### config.mk
export PLATFORM = sky130hd
export DESIGN_NAME = rv_decode_flat
export DESIGN_NICKNAME = d
export VERILOG_FILES = /design/src/rtl/rv_decode_if.sv /design/src/rtl/rv_decode.sv /design/src/flat_wrapper.sv
export SDC_FILE = /design/constraint.sdc
export NUM_CORES = 1
export LEC_CHECK = 0
export ABC_AREA = 0
export CORE_MARGIN = 2
export CORE_UTILIZATION = 34
export DETAILED_ROUTE_END_ITERATION = 8
export PLACE_DENSITY = 0.74
export SETUP_SLACK_MARGIN = 0.15
export SYNTH_ARGS = -nofsm -noshare
export SYNTH_HDL_FRONTEND = slang
export SYNTH_SLANG_ARGS = --single-unit
### constraint.sdc
create_clock -name clk -period 2.3 [get_ports clk]
set_input_delay 0.23 -clock clk [delete_from_list [all_inputs] [get_ports clk]]
set_output_delay 0.23 -clock clk [all_outputs]
set_load 0.01 [all_outputs]
### src/rtl/rv_decode_if.sv
// Decode-stage bus: fetch handshake, register-file read port and execute bundle.
// Carries no logic of its own; timing is set by the modules attached to it.
// Flow control is valid/ready on fetch and execute; regLd is a one-cycle strobe.
interface rv_decode_if #(
  parameter int D_WIDTH = 32
);
  logic [31:0]        instrIn;
  logic               instrValid;
  logic               instrReady;
  logic               flush;
  logic [4:0]         rs1;
  logic [4:0]         rs2;
  logic [4:0]         rd;
  logic               regLd;
  logic [D_WIDTH-1:0] rs1Dat;
  logic [D_WIDTH-1:0] rs2Dat;
  logic               exValid;
  logic               exReady;
  logic [D_WIDTH-1:0] exOp1;
  logic [D_WIDTH-1:0] exOp2;
  logic [D_WIDTH-1:0] exImm;
  logic [4:0]         exRd;
  logic [6:0]         exOpcode;
  logic [2:0]         exFunct3;
  logic               exFunct7b5;
  logic               exWbEn;
  logic               exIllegal;

  // Decoder side.
  modport master (
    input  instrIn, instrValid, flush, rs1Dat, rs2Dat, exReady,
    output instrReady, rs1, rs2, rd, regLd,
    output exValid, exOp1, exOp2, exImm, exRd, exOpcode, exFunct3,
    output exFunct7b5, exWbEn, exIllegal
  );

  // Fetch / register-file / execute side.
  modport slave (
    output instrIn, instrValid, flush, rs1Dat, rs2Dat, exReady,
    input  instrReady, rs1, rs2, rd, regLd,
    input  exValid, exOp1, exOp2, exImm, exRd, exOpcode, exFunct3,
    input  exFunct7b5, exWbEn, exIllegal
  );
endinterface

### src/rtl/rv_decode.sv
// RV32I decode: captures an instruction, strobes the regfile read, issues a registered operand bundle.
// Latency: exValid rises on the second edge after the accepting edge; at most one instruction per 4 cycles.
// Backpressure: bundle held stable in ISSUE until exReady; instrReady only in IDLE; flush returns to IDLE.
module rv_decode #(
  parameter int D_WIDTH = 32
) (
  input  logic         clk,
  input  logic         rst_n,
  rv_decode_if.master  bus
);

  typedef enum logic [1:0] {IDLE, RD, LATCH, ISSUE} state_t;

  state_t             state_q, state_d;
  logic [31:0]        instr_q, instr_d;
  logic               ex_valid_q, ex_valid_d;
  logic [D_WIDTH-1:0] ex_op1_q, ex_op1_d;
  logic [D_WIDTH-1:0] ex_op2_q, ex_op2_d;
  logic [D_WIDTH-1:0] ex_imm_q, ex_imm_d;
  logic [4:0]         ex_rd_q, ex_rd_d;
  logic [6:0]         ex_opcode_q, ex_opcode_d;
  logic [2:0]         ex_funct3_q, ex_funct3_d;
  logic               ex_funct7b5_q, ex_funct7b5_d;
  logic               ex_wb_en_q, ex_wb_en_d;
  logic               ex_illegal_q, ex_illegal_d;

  // Decoded view of the instruction register, consumed in LATCH.
  logic [D_WIDTH-1:0] imm_dec;
  logic               legal_dec;
  logic               wb_type_dec;
  logic               wb_en_dec;
  logic               sgn;

  assign sgn = instr_q[31];

  // Immediate format, legality and write-back class from the opcode.
  always_comb begin
    imm_dec     = '0;
    legal_dec   = 1'b1;
    wb_type_dec = 1'b0;
    case (instr_q[6:0])
      7'b0010011, 7'b0000011, 7'b1100111: begin
        imm_dec     = {{(D_WIDTH-11){sgn}}, instr_q[30:20]};
        wb_type_dec = 1'b1;
      end
      7'b1110011: imm_dec = {{(D_WIDTH-11){sgn}}, instr_q[30:20]};
      7'b0100011: imm_dec = {{(D_WIDTH-11){sgn}}, instr_q[30:25], instr_q[11:7]};
      7'b1100011: imm_dec = {{(D_WIDTH-12){sgn}}, instr_q[7], instr_q[30:25], instr_q[11:8], 1'b0};
      7'b0110111, 7'b0010111: begin
        imm_dec     = {{(D_WIDTH-31){sgn}}, instr_q[30:12], 12'b0};
        wb_type_dec = 1'b1;
      end
      7'b1101111: begin
        imm_dec     = {{(D_WIDTH-20){sgn}}, instr_q[19:12], instr_q[20], instr_q[30:21], 1'b0};
        wb_type_dec = 1'b1;
      end
      7'b0110011: wb_type_dec = 1'b1;
      default:    legal_dec   = 1'b0;
    endcase
    // Every listed opcode already ends in 11; kept explicit so the rule survives opcode-table edits.
    if (instr_q[1:0] != 2'b11) legal_dec = 1'b0;
    if (!legal_dec) imm_dec = '0;
    wb_en_dec = legal_dec && wb_type_dec && (instr_q[11:7] != 5'd0);
  end

  // Next state and bundle capture; flush overrides everything and leaves the bundle fields untouched.
  always_comb begin
    state_d       = state_q;
    instr_d       = instr_q;
    ex_valid_d    = ex_valid_q;
    ex_op1_d      = ex_op1_q;
    ex_op2_d      = ex_op2_q;
    ex_imm_d      = ex_imm_q;
    ex_rd_d       = ex_rd_q;
    ex_opcode_d   = ex_opcode_q;
    ex_funct3_d   = ex_funct3_q;
    ex_funct7b5_d = ex_funct7b5_q;
    ex_wb_en_d    = ex_wb_en_q;
    ex_illegal_d  = ex_illegal_q;
    if (bus.flush) begin
      state_d    = IDLE;
      ex_valid_d = 1'b0;
    end else begin
      case (state_q)
        IDLE: begin
          if (bus.instrValid) begin
            instr_d = bus.instrIn;
            state_d = RD;
          end
        end
        RD: state_d = LATCH;
        LATCH: begin
          ex_op1_d      = bus.rs1Dat;
          ex_op2_d      = bus.rs2Dat;
          ex_imm_d      = imm_dec;
          ex_rd_d       = instr_q[11:7];
          ex_opcode_d   = instr_q[6:0];
          ex_funct3_d   = instr_q[14:12];
          ex_funct7b5_d = instr_q[30];
          ex_wb_en_d    = wb_en_dec;
          ex_illegal_d  = !legal_dec;
          ex_valid_d    = 1'b1;
          state_d       = ISSUE;
        end
        ISSUE: begin
          if (bus.exReady) begin
            ex_valid_d = 1'b0;
            state_d    = IDLE;
          end
        end
        default: state_d = IDLE;
      endcase
    end
  end

  // State, instruction register and execute bundle registers.
  always_ff @(posedge clk or negedge rst_n) begin
    if (!rst_n) begin
      state_q       <= IDLE;
      instr_q       <= '0;
      ex_valid_q    <= 1'b0;
      ex_op1_q      <= '0;
      ex_op2_q      <= '0;
      ex_imm_q      <= '0;
      ex_rd_q       <= '0;
      ex_opcode_q   <= '0;
      ex_funct3_q   <= '0;
      ex_funct7b5_q <= 1'b0;
      ex_wb_en_q    <= 1'b0;
      ex_illegal_q  <= 1'b0;
    end else begin
      state_q       <= state_d;
      instr_q       <= instr_d;
      ex_valid_q    <= ex_valid_d;
      ex_op1_q      <= ex_op1_d;
      ex_op2_q      <= ex_op2_d;
      ex_imm_q      <= ex_imm_d;
      ex_rd_q       <= ex_rd_d;
      ex_opcode_q   <= ex_opcode_d;
      ex_funct3_q   <= ex_funct3_d;
      ex_funct7b5_q <= ex_funct7b5_d;
      ex_wb_en_q    <= ex_wb_en_d;
      ex_illegal_q  <= ex_illegal_d;
    end
  end

  assign bus.instrReady = (state_q == IDLE);
  assign bus.regLd      = (state_q == RD);
  assign bus.rs1        = instr_q[19:15];
  assign bus.rs2        = instr_q[24:20];
  assign bus.rd         = instr_q[11:7];
  assign bus.exValid    = ex_valid_q;
  assign bus.exOp1      = ex_op1_q;
  assign bus.exOp2      = ex_op2_q;
  assign bus.exImm      = ex_imm_q;
  assign bus.exRd       = ex_rd_q;
  assign bus.exOpcode   = ex_opcode_q;
  assign bus.exFunct3   = ex_funct3_q;
  assign bus.exFunct7b5 = ex_funct7b5_q;
  assign bus.exWbEn     = ex_wb_en_q;
  assign bus.exIllegal  = ex_illegal_q;

endmodule

### src/flat_wrapper.sv
// flat-port wrapper written by rule: the top's interface ports become plain ports
module rv_decode_flat 
#(
  parameter int D_WIDTH = 32
)
  (clk, rst_n, bus_instrIn, bus_instrValid, bus_flush, bus_rs1Dat, bus_rs2Dat, bus_exReady, bus_instrReady, bus_rs1, bus_rs2, bus_rd, bus_regLd, bus_exValid, bus_exOp1, bus_exOp2, bus_exImm, bus_exRd, bus_exOpcode, bus_exFunct3, bus_exFunct7b5, bus_exWbEn, bus_exIllegal);
  rv_decode_if #(.D_WIDTH(D_WIDTH)) bus_i ();
  input  logic clk;
  input  logic rst_n;
  input wire logic [$bits(bus_i.instrIn)-1:0] bus_instrIn;
  input wire logic [$bits(bus_i.instrValid)-1:0] bus_instrValid;
  input wire logic [$bits(bus_i.flush)-1:0] bus_flush;
  input wire logic [$bits(bus_i.rs1Dat)-1:0] bus_rs1Dat;
  input wire logic [$bits(bus_i.rs2Dat)-1:0] bus_rs2Dat;
  input wire logic [$bits(bus_i.exReady)-1:0] bus_exReady;
  output wire logic [$bits(bus_i.instrReady)-1:0] bus_instrReady;
  output wire logic [$bits(bus_i.rs1)-1:0] bus_rs1;
  output wire logic [$bits(bus_i.rs2)-1:0] bus_rs2;
  output wire logic [$bits(bus_i.rd)-1:0] bus_rd;
  output wire logic [$bits(bus_i.regLd)-1:0] bus_regLd;
  output wire logic [$bits(bus_i.exValid)-1:0] bus_exValid;
  output wire logic [$bits(bus_i.exOp1)-1:0] bus_exOp1;
  output wire logic [$bits(bus_i.exOp2)-1:0] bus_exOp2;
  output wire logic [$bits(bus_i.exImm)-1:0] bus_exImm;
  output wire logic [$bits(bus_i.exRd)-1:0] bus_exRd;
  output wire logic [$bits(bus_i.exOpcode)-1:0] bus_exOpcode;
  output wire logic [$bits(bus_i.exFunct3)-1:0] bus_exFunct3;
  output wire logic [$bits(bus_i.exFunct7b5)-1:0] bus_exFunct7b5;
  output wire logic [$bits(bus_i.exWbEn)-1:0] bus_exWbEn;
  output wire logic [$bits(bus_i.exIllegal)-1:0] bus_exIllegal;
  assign bus_i.instrIn = bus_instrIn;
  assign bus_i.instrValid = bus_instrValid;
  assign bus_i.flush = bus_flush;
  assign bus_i.rs1Dat = bus_rs1Dat;
  assign bus_i.rs2Dat = bus_rs2Dat;
  assign bus_i.exReady = bus_exReady;
  assign bus_instrReady = bus_i.instrReady;
  assign bus_rs1 = bus_i.rs1;
  assign bus_rs2 = bus_i.rs2;
  assign bus_rd = bus_i.rd;
  assign bus_regLd = bus_i.regLd;
  assign bus_exValid = bus_i.exValid;
  assign bus_exOp1 = bus_i.exOp1;
  assign bus_exOp2 = bus_i.exOp2;
  assign bus_exImm = bus_i.exImm;
  assign bus_exRd = bus_i.exRd;
  assign bus_exOpcode = bus_i.exOpcode;
  assign bus_exFunct3 = bus_i.exFunct3;
  assign bus_exFunct7b5 = bus_i.exFunct7b5;
  assign bus_exWbEn = bus_i.exWbEn;
  assign bus_exIllegal = bus_i.exIllegal;
  rv_decode #(.D_WIDTH(D_WIDTH)) u_core (.clk(clk), .rst_n(rst_n), .bus(bus_i));
endmodule
* Word level (Yosys, flattened, before mapping) *
Index checks and enable logic that the tools add are counted.

storage, ports and cells
  bits in registers = 149
  latch bits = 0
  bits in writable memories = 0
  memory bits (read-only) = 0
  input port bits = 101
  word-level logic and storage cells = 55
  memories = 0

cells by class
  add/subtract/negate cells = 0
  multipliers = 0
  divide/modulo/power cells = 0
  magnitude comparators = 0
  eq/ne operators = 16
  shift operators = 0
  muxes and demuxes = 12
  bitwise operators = 1
  reduce and logical (&&, ||, !) cells = 14

operator list
  operator                                                                number
  32-bit case mux with 5 select lines                                     1
  32-bit 2-to-1 mux                                                       1
  7-bit equality test (second input constant)                             4
  7-bit by 6-bit equality test with 1-bit output (second input constant)  3
  7-bit by 5-bit equality test with 1-bit output (second input constant)  2
  10-bit OR reduction                                                     1
  2-bit case mux with 4 select lines                                      1
  7-bit by 2-bit equality test with 1-bit output (second input constant)  1
  7-bit OR reduction                                                      1
  2-bit 2-to-1 mux                                                        3
  3-bit inequality test (second input constant)                           2
  2-bit AND reduction                                                     3
  1-bit 2-to-1 mux                                                        5
  5-bit nonzero test                                                      1
  2-bit equality test (second input constant)                             2
  4-bit OR reduction                                                      1
  3-bit AND reduction                                                     1
  3-bit nonzero test                                                      1
  2-bit by 1-bit equality test with 1-bit output (second input constant)  1
  1-bit logical AND                                                       2
  2-bit logical NOT                                                       1
  2-bit inequality test (second input constant)                           1
  1-bit case mux with 2 select lines                                      1
  2-bit OR reduction                                                      1
  other kinds (2)                                                         2

* Longest topological paths before layout *
Gate-level depths: netlist (run 1).

  word-level depth = 6
  mapped depth = 8

* Worst setup path before layout (run 1) *
OpenSTA, ideal clock, no wires.

  path kind = reg-to-reg
  from = reg u_core.state_q[0]
  to = reg u_core.ex_imm_q[21] (netlist: u_core.bus.exImm[21])
  setup time = 0.066 ns
  arrival = 1.598 ns
  data required time = 2.234 ns
  path slack = 0.636 ns
  stages on the path, launching flop included = 8
  cell sequence = dfrtp_1 -> inv_1 -> ha_1 -> nor2b_2 -> nand2_1 -> nor3b_2 -> buf_6 -> a221o_1

between the ends
  longest elaborated chain between the ends = 2

RTL lines
  item                                  line              RTL
  start, declared                       rv_decode.sv:14   state_t state_q, state_d;
  start signal, assigned                rv_decode.sv:132  state_q <= state_d;
  2-bit equality test                   rv_decode.sv:84   case (state_q)
  2-bit AND reduction (no source line)  n/a
  end signal, assigned                  rv_decode.sv:137  ex_imm_q <= ex_imm_d;
  end, declared                         rv_decode.sv:19   logic [D_WIDTH-1:0] ex_imm_q, ex_imm_d;

Every way passes these cells.
A chain may end at the register's enable or synchronous reset.

* Worst setup path in the final report (run 1) *
  from = reg u_core.state_q[0]
  to = reg u_core.ex_imm_q[25] (netlist: u_core.bus.exImm[25])

The elaborated chain is that of the path after synthesis.

==> results.json, run 1 <==
{
  "die_x_um": 140,
  "mostFrequentLayoutCells": "nand2_1, clkdlybuf4s50_1, dfrtp_1",
  "netlist-cell-type-count": 49,
  "io_pins": 233,
  "drt_first_pass_iters": 4,
  "hold_path.class": "input pin to flop",
  "synth-simple-area-share": 0.185,
  "vias": 4928,
  "synthAdderAreaFrac": 0.00999,
  "viasPerCell": 4.70,
  "ys.warnings.count": 0,
  "holdWs_ns": 0.344,
  "clockBufferDepth": 2,
  "clkSinkCount": 149,
  "criticalPathCategory": "flop to flop",
  "final.setup_skew_ns": 0.00500,
  "grt_pass1_vias": 5144,
  "drc": 0,
  "std_cell_rows": 49,
  "syn_to_final_growth_pct": 49.3,
  "reg2reg_slack_ns": 0.29,
  "dieArea_sq_mm": 0.0195,
  "pwr-share-seq": 0.375,
  "synth_edf_count": 0,
  "core_sq_mm": 0.0180,
  "worstReg2RegStart": "u_core.state_q[0]$_DFFE_PN0P_",
  "cts.clk_slew.worst_paths_ns": 0.06,
  "grt-ovfl-total": 0,
  "wl_mm": 16.5,
  "final_common_cell": "nand2_1",
  "ys.flop_type": "dfrtp_1",
  "holdCritStartpoint": "bus_rs1Dat[15]",
  "synth-compound-area-share": 0.0901,
  "switching_power_mw": 4.01,
  "syn_nets": 697,
  "relSlewSlack": 0.615,
  "crit_chain": "inv_1 > ha_1 > nor2b_4 > nand2_1 > nor2_2 > a221o_1",
  "clock_latency_ns": 0.41,
  "cts_max_level": 4,
  "intPower_mw": 8.17,
  "p_per_area_mw_per_mm2": 1300,
  "grt_max_degree": 62,
  "whs_path_depth": 3,
  "avgSynthCellArea_sq_um": 10.6,
  "path_delay_family": "simple AND/OR/NAND/NOR gates",
  "fin_tns_setup_ns": 0,
  "synthCells": 591,
  "r2r_end": "u_core.bus.exImm[25]$_DFFE_PN0P_",
  "sw_frac_of_total": 0.329,
  "reg2reg_depth": 6,
  "portBuffers": 232,
  "clockRootBuffer": "clkbuf_16",
  "grt_util_met1": 0.223,
  "met3_usage": 0.0616,
  "hold_path_end": "u_core.bus.exOp1[15]$_DFFE_PN0P_",
  "place_congestion": 0.791,
  "setup_viol_count_final": 0,
  "critPathSlowestCell": "nor2_2",
  "drv_slew": 0,
  "synth_top_family_by_area": "simple AND/OR/NAND/NOR gates",
  "nets": 912,
  "combPwrFrac": 0.383,
  "cp_max_fo": 11,
  "crit_buf_inv": 1,
  "num-fill-cells": 1597,
  "fmax_mhz": 497,
  "ys_seq_area_frac": 0.596,
  "max_cap_viol_count": 0,
  "grt_pass1_wl_mm": 27.1,
  "min_period_over_period": 0.876,
  "cts_tree": "built",
  "ys_ff_latch": 149,
  "avgRoutedWirePerCell_um": 15.8,
  "grt_antenna_before_repair": 0,
  "drive_above_1_share": 0.121,
  "grt_use_met2": 0.274,
  "syn_area_sq_mm": 0.00626,
  "async_flop_share": 1.00,
  "cts-buffers-inserted": 17,
  "synth_xor_area_frac": 0,
  "busiest_layer": "met2",
  "period_minus_slack_ns": 2.01,
  "placed_area_sq_mm": 0.00871,
  "cp.arrival_ns": 2.35,
  "antenna_cells": 0,
  "clkPwrFrac": 0.242,
  "fin_area_sq_mm": 0.00935,
  "status": "finished, final reports clean",
  "slowest_delay_ns": 0.43,
  "critPathCaptureType": "flop",
  "dieHeight_um": 140,
  "drtIter0Drc": 235,
  "hold_viol": 0,
  "required_ns": 2.64,
  "grtUsageTotal": 0.174,
  "p_leak_nw": 4.31,
  "rsz0062_at_grt": "no",
  "antenna_left": 0,
  "worst_pin_slew_ns": 0.577,
  "yosys-mux-area-fraction": 0.0626,
  "dp_hpwl_mm": 11.6,
  "initial_core_util": 0.347,
  "ir_worst_vdd_mv": 0.661,
  "cp-start-kind": "flop"
}
-- what timing repair did --
action,in CTS,in global routing
resized for setup,0,0
endpoints found under the hold margin,59,0
hold buffers,1,0
setup buffers,0,0
endpoints found under the setup margin,0,0
-- worst max path at each step --
| stage | from | end | cells past startpoint |
|---|---|---|---|
| after floorplan | u_core.state_q[0]$_DFFE_PN0P_ | u_core.bus.exImm[21]$_DFFE_PN0P_ | 7 |
| after global placement | bus_flush | u_core.bus.exOp2[8]$_DFFE_PN0P_ | 5 |
| after detailed placement | bus_flush | u_core.bus.exOp2[12]$_DFFE_PN0P_ | 5 |
| after CTS | u_core.state_q[0]$_DFFE_PN0P_ | u_core.bus.exImm[25]$_DFFE_PN0P_ | 6 |
| after global routing | u_core.state_q[0]$_DFFE_PN0P_ | u_core.bus.exImm[20]$_DFFE_PN0P_ | 6 |
| final | u_core.state_q[0]$_DFFE_PN0P_ | u_core.bus.exImm[25]$_DFFE_PN0P_ | 6 |
-- metal layers --
metal  share of wire  vias to the layer above
met4           0.022                        0
li1                -                     2369
met2            0.46                      195
met5               0                        -
met3           0.081                       27
met1            0.44                     2337
-- tightest hold or removal path: cells and delay by family --
| kind | cells | cell delay (ns) |
|---|---|---|
| and+or+nand+nor | 2 | 0.09 |
| buffers and inverters | 1 | 0.39 |
-- power by group through the flow --
stage	Sequential (mW)	Clock [mW]	Combinational [mW]
2_1_floorplan	4.71	0	2.13
3_3_place_gp	4.59	0	4.63
3_5_place_dp	4.61	0	4.71
4_1_cts	4.58	3.03	4.73
5_1_grt	4.75	3.14	5.10
6_report	4.57	2.95	4.67
-- registers in the layout, indices dropped and copies added, names as in the netlist --
signal	flops
u_core.bus.exFunct7b5	1
u_core.bus.exFunct3	3
u_core.bus.exOp1	32
u_core.state_q	2
u_core.bus.exOpcode	7
u_core.bus.exIllegal	1
u_core.instr_q	32
u_core.bus.exWbEn	1
u_core.bus.exValid	1
u_core.bus.exRd	5
u_core.bus.exOp2	32
u_core.bus.exImm	32
-- stage by stage --
stage               setup slack, ns   util  cells  total power, mW
floorplan                     0.636      -    591             6.84
global placement              0.320  0.483   1015             9.21
detailed placement            0.291  0.483   1015             9.32
CTS                           0.313  0.518   1048             12.3
global route                  0.165  0.518   1048             13.0
finish                        0.286  0.518   1048             12.2
-- final cells by class --
type	count	area, sq um	area share
flip-flops and latches	149	3730	0.399
repair buffers	245	2470	0.265
multi-input cells	383	2190	0.234
clock buffers	18	429	0.0459
well taps	229	287	0.0307
clock inverters	14	199	0.0213
inverters	10	37.5	0.00402
-- logic make-up (layout without fill, tap and decap cells) --
| logic type | Yosys count | count (layout) |
|---|---|---|
| muxes | 35 | 35 |
| DFF | 149 | 149 |
| adders and majority gates | 5 | 5 |
| and+or+nand+nor | 277 | 277 |
| AOI/OAI and AO/OA | 66 | 66 |
| buffers and inverters | 59 | 287 |
-- cells in the mapped netlist, types with 2 or more instances --
cell	count	area (sq um)
buf_2	24	120
nor3b_2	2	25.0
nand3b_1	2	15.0
nand3_1	7	35.0
a31oi_1	2	12.5
nand3_2	2	20.0
dfrtp_1	149	3730
a21oi_1	3	15.0
a21oi_2	3	26.3
o21ai_0	13	65.1
mux2i_1	2	20.0
nor2_1	5	18.8
mux2_2	33	372
buf_6	4	45.0
o31ai_1	2	15.0
and2_1	8	50.1
nor2_2	2	12.5
a22o_1	8	70.1
inv_1	10	37.5
a221o_1	17	170
clkbuf_1	2	7.51
buf_4	19	143
ha_1	5	62.6
a211o_1	5	43.8
nand2_1	238	893
Note: power is estimated with default switching activity, not from simulation.
==> run 2, diff against run 1 <==
--- a/config.mk
+++ b/config.mk
@@ -6,6 +6,7 @@
 export NUM_CORES = 1
 export LEC_CHECK = 0
 export ABC_AREA = 0
+export CAP_MARGIN = 30
 export CORE_MARGIN = 2
 export CORE_UTILIZATION = 34
 export DETAILED_ROUTE_END_ITERATION = 8
==> results of run 2 <==
No change in the layout: final DEF, timing and power equal those of run 1.
==> run 3, diff against run 2 <==
--- a/config.mk
+++ b/config.mk
@@ -12,6 +12,7 @@
 export DETAILED_ROUTE_END_ITERATION = 8
 export PLACE_DENSITY = 0.74
 export SETUP_SLACK_MARGIN = 0.15
+export SLEW_MARGIN = 20
 export SYNTH_ARGS = -nofsm -noshare
 export SYNTH_HDL_FRONTEND = slang
 export SYNTH_SLANG_ARGS = --single-unit
==> results of run 3 <==
No change in the layout: final DEF, timing and power equal those of run 1.
==> edit 1 (config.mk and constraints of run 3) <==
`instr_q`, `ex_op1_q`, `ex_op2_q` and `ex_imm_q` no longer have a reset.
--- a/src/rtl/rv_decode.sv
+++ b/src/rtl/rv_decode.sv
@@ -117,11 +117,7 @@
   always_ff @(posedge clk or negedge rst_n) begin
     if (!rst_n) begin
       state_q       <= IDLE;
-      instr_q       <= '0;
       ex_valid_q    <= 1'b0;
-      ex_op1_q      <= '0;
-      ex_op2_q      <= '0;
-      ex_imm_q      <= '0;
       ex_rd_q       <= '0;
       ex_opcode_q   <= '0;
       ex_funct3_q   <= '0;
@@ -130,11 +126,7 @@
       ex_illegal_q  <= 1'b0;
     end else begin
       state_q       <= state_d;
-      instr_q       <= instr_d;
       ex_valid_q    <= ex_valid_d;
-      ex_op1_q      <= ex_op1_d;
-      ex_op2_q      <= ex_op2_d;
-      ex_imm_q      <= ex_imm_d;
       ex_rd_q       <= ex_rd_d;
       ex_opcode_q   <= ex_opcode_d;
       ex_funct3_q   <= ex_funct3_d;
@@ -142,6 +134,13 @@
       ex_wb_en_q    <= ex_wb_en_d;
       ex_illegal_q  <= ex_illegal_d;
     end
+  end
+
+  always_ff @(posedge clk) begin
+    instr_q  <= instr_d;
+    ex_op1_q <= ex_op1_d;
+    ex_op2_q <= ex_op2_d;
+    ex_imm_q <= ex_imm_d;
   end
 
   assign bus.instrReady = (state_q == IDLE);
Function: changed (Yosys sat finds a counterexample within 4 cycles, from zero or initial values and one cycle with rst_n low).
==> edit 1 against run 3 <==
- area after synthesis is 12% lower
- critical path depth down 3
- final area shrank 8.4%
- routed wire length shrank 17%
- first-iteration DRC count shrank 3.8%
- clock skew is 4.4 ps higher
- sequential share of layout area grew 11 points
- setup slack improved by 65 ps
- via count fell by 26%
- count of clock-buffer cells in the layout up 1
- final cell count is 25% lower
- sequential cell count unchanged
- critical endpoint is now bus_instrReady
- largest cell class unchanged
- highest routed layer unchanged
Power is not compared: it rests on default switching activity, and its combinational part moved more than twofold at a synthesized area within 25%.
==> edit 1: results (changes against run 3) <==
[worst_hold_path]
min_path_type=in -> async

[clocking]
clkLatencyLatePin_ps=430  ; +20 ps

[drt]
dr.first_iter.drc_count=226  ; -3.8%
drt-total-wl_um=13800  ; -17%
route.layer.met1.wl_um=5170  ; -29%
wl_met3_um=1300  ; -2.7%

[global_route]
grt_max_degree=48  ; -23%
grt_pass1_wl_um=19800  ; -27%
grt_util_met2=0.265  ; -0.00939
met1_usage=0.179  ; -0.0443
track_usage=0.157  ; -0.0169
first_global_vias=3548  ; -31%
use_met3=0.0633  ; +0.00171

[yosys]
synth_edf_count=128  ; +128
synthMuxAreaShare=0.00182  ; -0.0607
synth_xor_area_frac=0.00160  ; +0.00160
synthArstFlopShare=0.141  ; -0.859
syn_nets=432  ; -38%
yosys.area_share.adder=0.0114  ; +0.00140
ys_seq_area_frac=0.796  ; +0.200
synth.area.top_cells=edfxtp_1 (70%), dfrtp_1 (9.6%), nand2_1 (3.6%), buf_4 (2.5%), o2bb2ai_1 (1.9%)

[cells_and_area]
nNonClkInverters=4  ; -6
nMultiInputCombCells=144  ; -62%
buf_share=0.282  ; +0.0178
clk_share=0.0659  ; -0.00127
drive_gt1_frac=0.0724  ; -0.0484
multiInputGateArea_um2=918  ; -58%
fin_nets=660  ; -28%
nFlopsAndLatches=149  ; unchanged
area_growth_pct=55.9

[critical_path]
cpMaxStageDelayCell=clkdlybuf4s50_1
max_stage_delay_ps=550  ; +120 ps
crit_fanout=4  ; -7
cp.arrival_ps=1720  ; -630 ps

[place]
postPlaceCellArea_um2=7990  ; -8.2%
gp_congestion=0.842  ; +6.4%
dp_slack_ps=469  ; +178 ps
post-dp-hpwl_um=10000  ; -14%

[timing]
worstMarginPinSlew_ps=541  ; -36.6 ps

[outcome]
status=completed

[edit 1: path summary, 6_finish.rpt]
| path | from | endpoint | slack (ps) | cells after the start |
|---|---|---|---|---|
| max | u_core.state_q[0]$_DFFE_PN0P_ | bus_instrReady | 350 | 3 |
| min | rst_n | u_core.state_q[0]$_DFFE_PN0P_ | 160 | 2 |
| max reg2reg | u_core.instr_q[5]$_DFFE_PP_ | u_core.bus.exImm[3]$_SDFFCE_PN0P_ | 450 | 3 |
| min reg2reg | u_core.instr_q[12]$_DFFE_PP_ | u_core.bus.exFunct3[0]$_DFFE_PN0P_ | 480 | 2 |
| max in group asynchronous | rst_n | u_core.bus.exFunct3[2]$_DFFE_PN0P_ | 1900 | 2 |
| min in group clk | bus_instrIn[27] | u_core.instr_q[27]$_DFFE_PP_ | 350 | 1 |
[edit 1: worst max-delay path: cells and delay by family (launching register included)]
| kind | cells | cell delay [ps] |
|---|---|---|
| buffers and inverters | 2 | 680 |
| adder cells (fa/ha/maj) | 1 | 210 |
| flip-flops | 1 | 400 |
==> edit 2 (config.mk and constraints of run 3) <==
Made on the original files. `D_WIDTH` is set to 32 in 3 places; all go to 36.
--- a/src/rtl/rv_decode_if.sv
+++ b/src/rtl/rv_decode_if.sv
@@ -2,7 +2,7 @@
 // Carries no logic of its own; timing is set by the modules attached to it.
 // Flow control is valid/ready on fetch and execute; regLd is a one-cycle strobe.
 interface rv_decode_if #(
-  parameter int D_WIDTH = 32
+  parameter int D_WIDTH = 36
 );
   logic [31:0]        instrIn;
   logic               instrValid;
--- a/src/rtl/rv_decode.sv
+++ b/src/rtl/rv_decode.sv
@@ -2,7 +2,7 @@
 // Latency: exValid rises on the second edge after the accepting edge; at most one instruction per 4 cycles.
 // Backpressure: bundle held stable in ISSUE until exReady; instrReady only in IDLE; flush returns to IDLE.
 module rv_decode #(
-  parameter int D_WIDTH = 32
+  parameter int D_WIDTH = 36
 ) (
   input  logic         clk,
   input  logic         rst_n,
--- a/src/flat_wrapper.sv
+++ b/src/flat_wrapper.sv
@@ -1,7 +1,7 @@
 // flat-port wrapper written by rule: the top's interface ports become plain ports
 module rv_decode_flat 
 #(
-  parameter int D_WIDTH = 32
+  parameter int D_WIDTH = 36
 )
   (clk, rst_n, bus_instrIn, bus_instrValid, bus_flush, bus_rs1Dat, bus_rs2Dat, bus_exReady, bus_instrReady, bus_rs1, bus_rs2, bus_rd, bus_regLd, bus_exValid, bus_exOp1, bus_exOp2, bus_exImm, bus_exRd, bus_exOpcode, bus_exFunct3, bus_exFunct7b5, bus_exWbEn, bus_exIllegal);
   rv_decode_if #(.D_WIDTH(D_WIDTH)) bus_i ();
Interface: changed (5 resized); port bits go from 233 to 253. The function was not compared with the original's and may differ.
==> edit 2 against run 3 <==
- power is 2.2% higher
- routed wire length is 11% higher
- area after synthesis is 6.3% higher
- die area is 6.1% higher
- global-route usage is 0.24 points higher
- setup slack better by 62 ps
- critical path depth is 3 lower
- sequential cell count is 8 higher
- sequential power is 4% higher
- final area is 6.3% higher
- clock skew is 1.5 ps higher
- synthesized cell count is 12% higher
- combinational power is 6.9% higher
- largest power group unchanged
==> edit 2: results (changes against run 3) <==
[cells_and_area]
nMultiInputCombCells=439  ; +15%
sh_seq_area=0.396  ; -0.00332
area_growth_pct=49.2  ; about the same
num-nonclk-buffers=269  ; +9.8%
fillCellCount=1729  ; +8.3%

[power]
powerComb_mw=4.99  ; +6.9%
internal_power_mw=8.25  ; +0.97%
p_comb_frac=0.401  ; +0.018
ir_drop_v=0.000579  ; -12%
p_clk_mw=2.71  ; -8.1%

[drt]
routed_via_density=4.63  ; -1.6%
drt-total-wl_um=18300  ; +11%
wl_met2_um=8780  ; +16%
wl_met3_um=1700  ; +27%

[critical_path]
reg2reg_depth=7  ; +1
r2r_setup_slack_ps=350  ; +60 ps
max_stage_delay_ps=550  ; +120 ps
cpMaxStageDelayCell=clkdlybuf4s50_1

[place]
io_buffers=252  ; +8.6%
gp_congestion=0.814  ; +2.9%

[global_route]
grt_max_degree=92  ; +48%
grt_util_met2=0.289  ; +0.0148

[timing]
worstMarginPinSlew_ps=639  ; +61.4 ps
fin_crit_sh=0.849  ; -0.0272

[yosys]
synthTopCellsByCount=nand2_1 (283), dfrtp_1 (157), mux2_2 (33)
syn-cell-area_um2=6660  ; +6.3%
synth.area.top_cells=dfrtp_1 (59%), nand2_1 (16%), mux2_2 (5.6%), buf_4 (2.8%), a21boi_0 (1.7%)
synth_xor_area_frac=0.00132  ; +0.00132
syn_nets=777  ; +11%
avgSynthCellArea_um2=10.0  ; -5.2%

[outcome]
status=completed

[worst_hold_path]
min_path_type=in -> async

edit 2: cell count changes in the layout (fill, tap and decap cells not counted), sizes merged, moves of 6 or more:
cell           change
nand2             +45
a21oi              +6
a22oi             +15
a21boi            +15
and2               -9
a221o             -18
nand3              -6
dfrtp              +8
nor2               +6
clkdlybuf4s50     +20
edit 2: worst max-delay path, delay by kind of cell (launching register included):
kind / cells / cell delay [ps]
adders and majority gates: 1 / 210
DFF: 1 / 410
buffers and inverters: 2 / 690
edit 2: what timing repair did:
item                                   4_1_cts  5_1_grt
hold buffers                                 1        0
endpoints found under the hold margin       50        0
gates resized for setup                      0        0
edit 2: logic make-up (layout without fill, tap and decap cells):
kind of cell / Yosys count / after routing
muxes: 34 / 34
xor gates and xnor gates: 1 / 1
DFF: 157 / 157
AOI/OAI and AO/OA: 80 / 80
buffers and inverters: 67 / 308
adders and majority gates: 5 / 5
and+or+nand+nor: 319 / 319
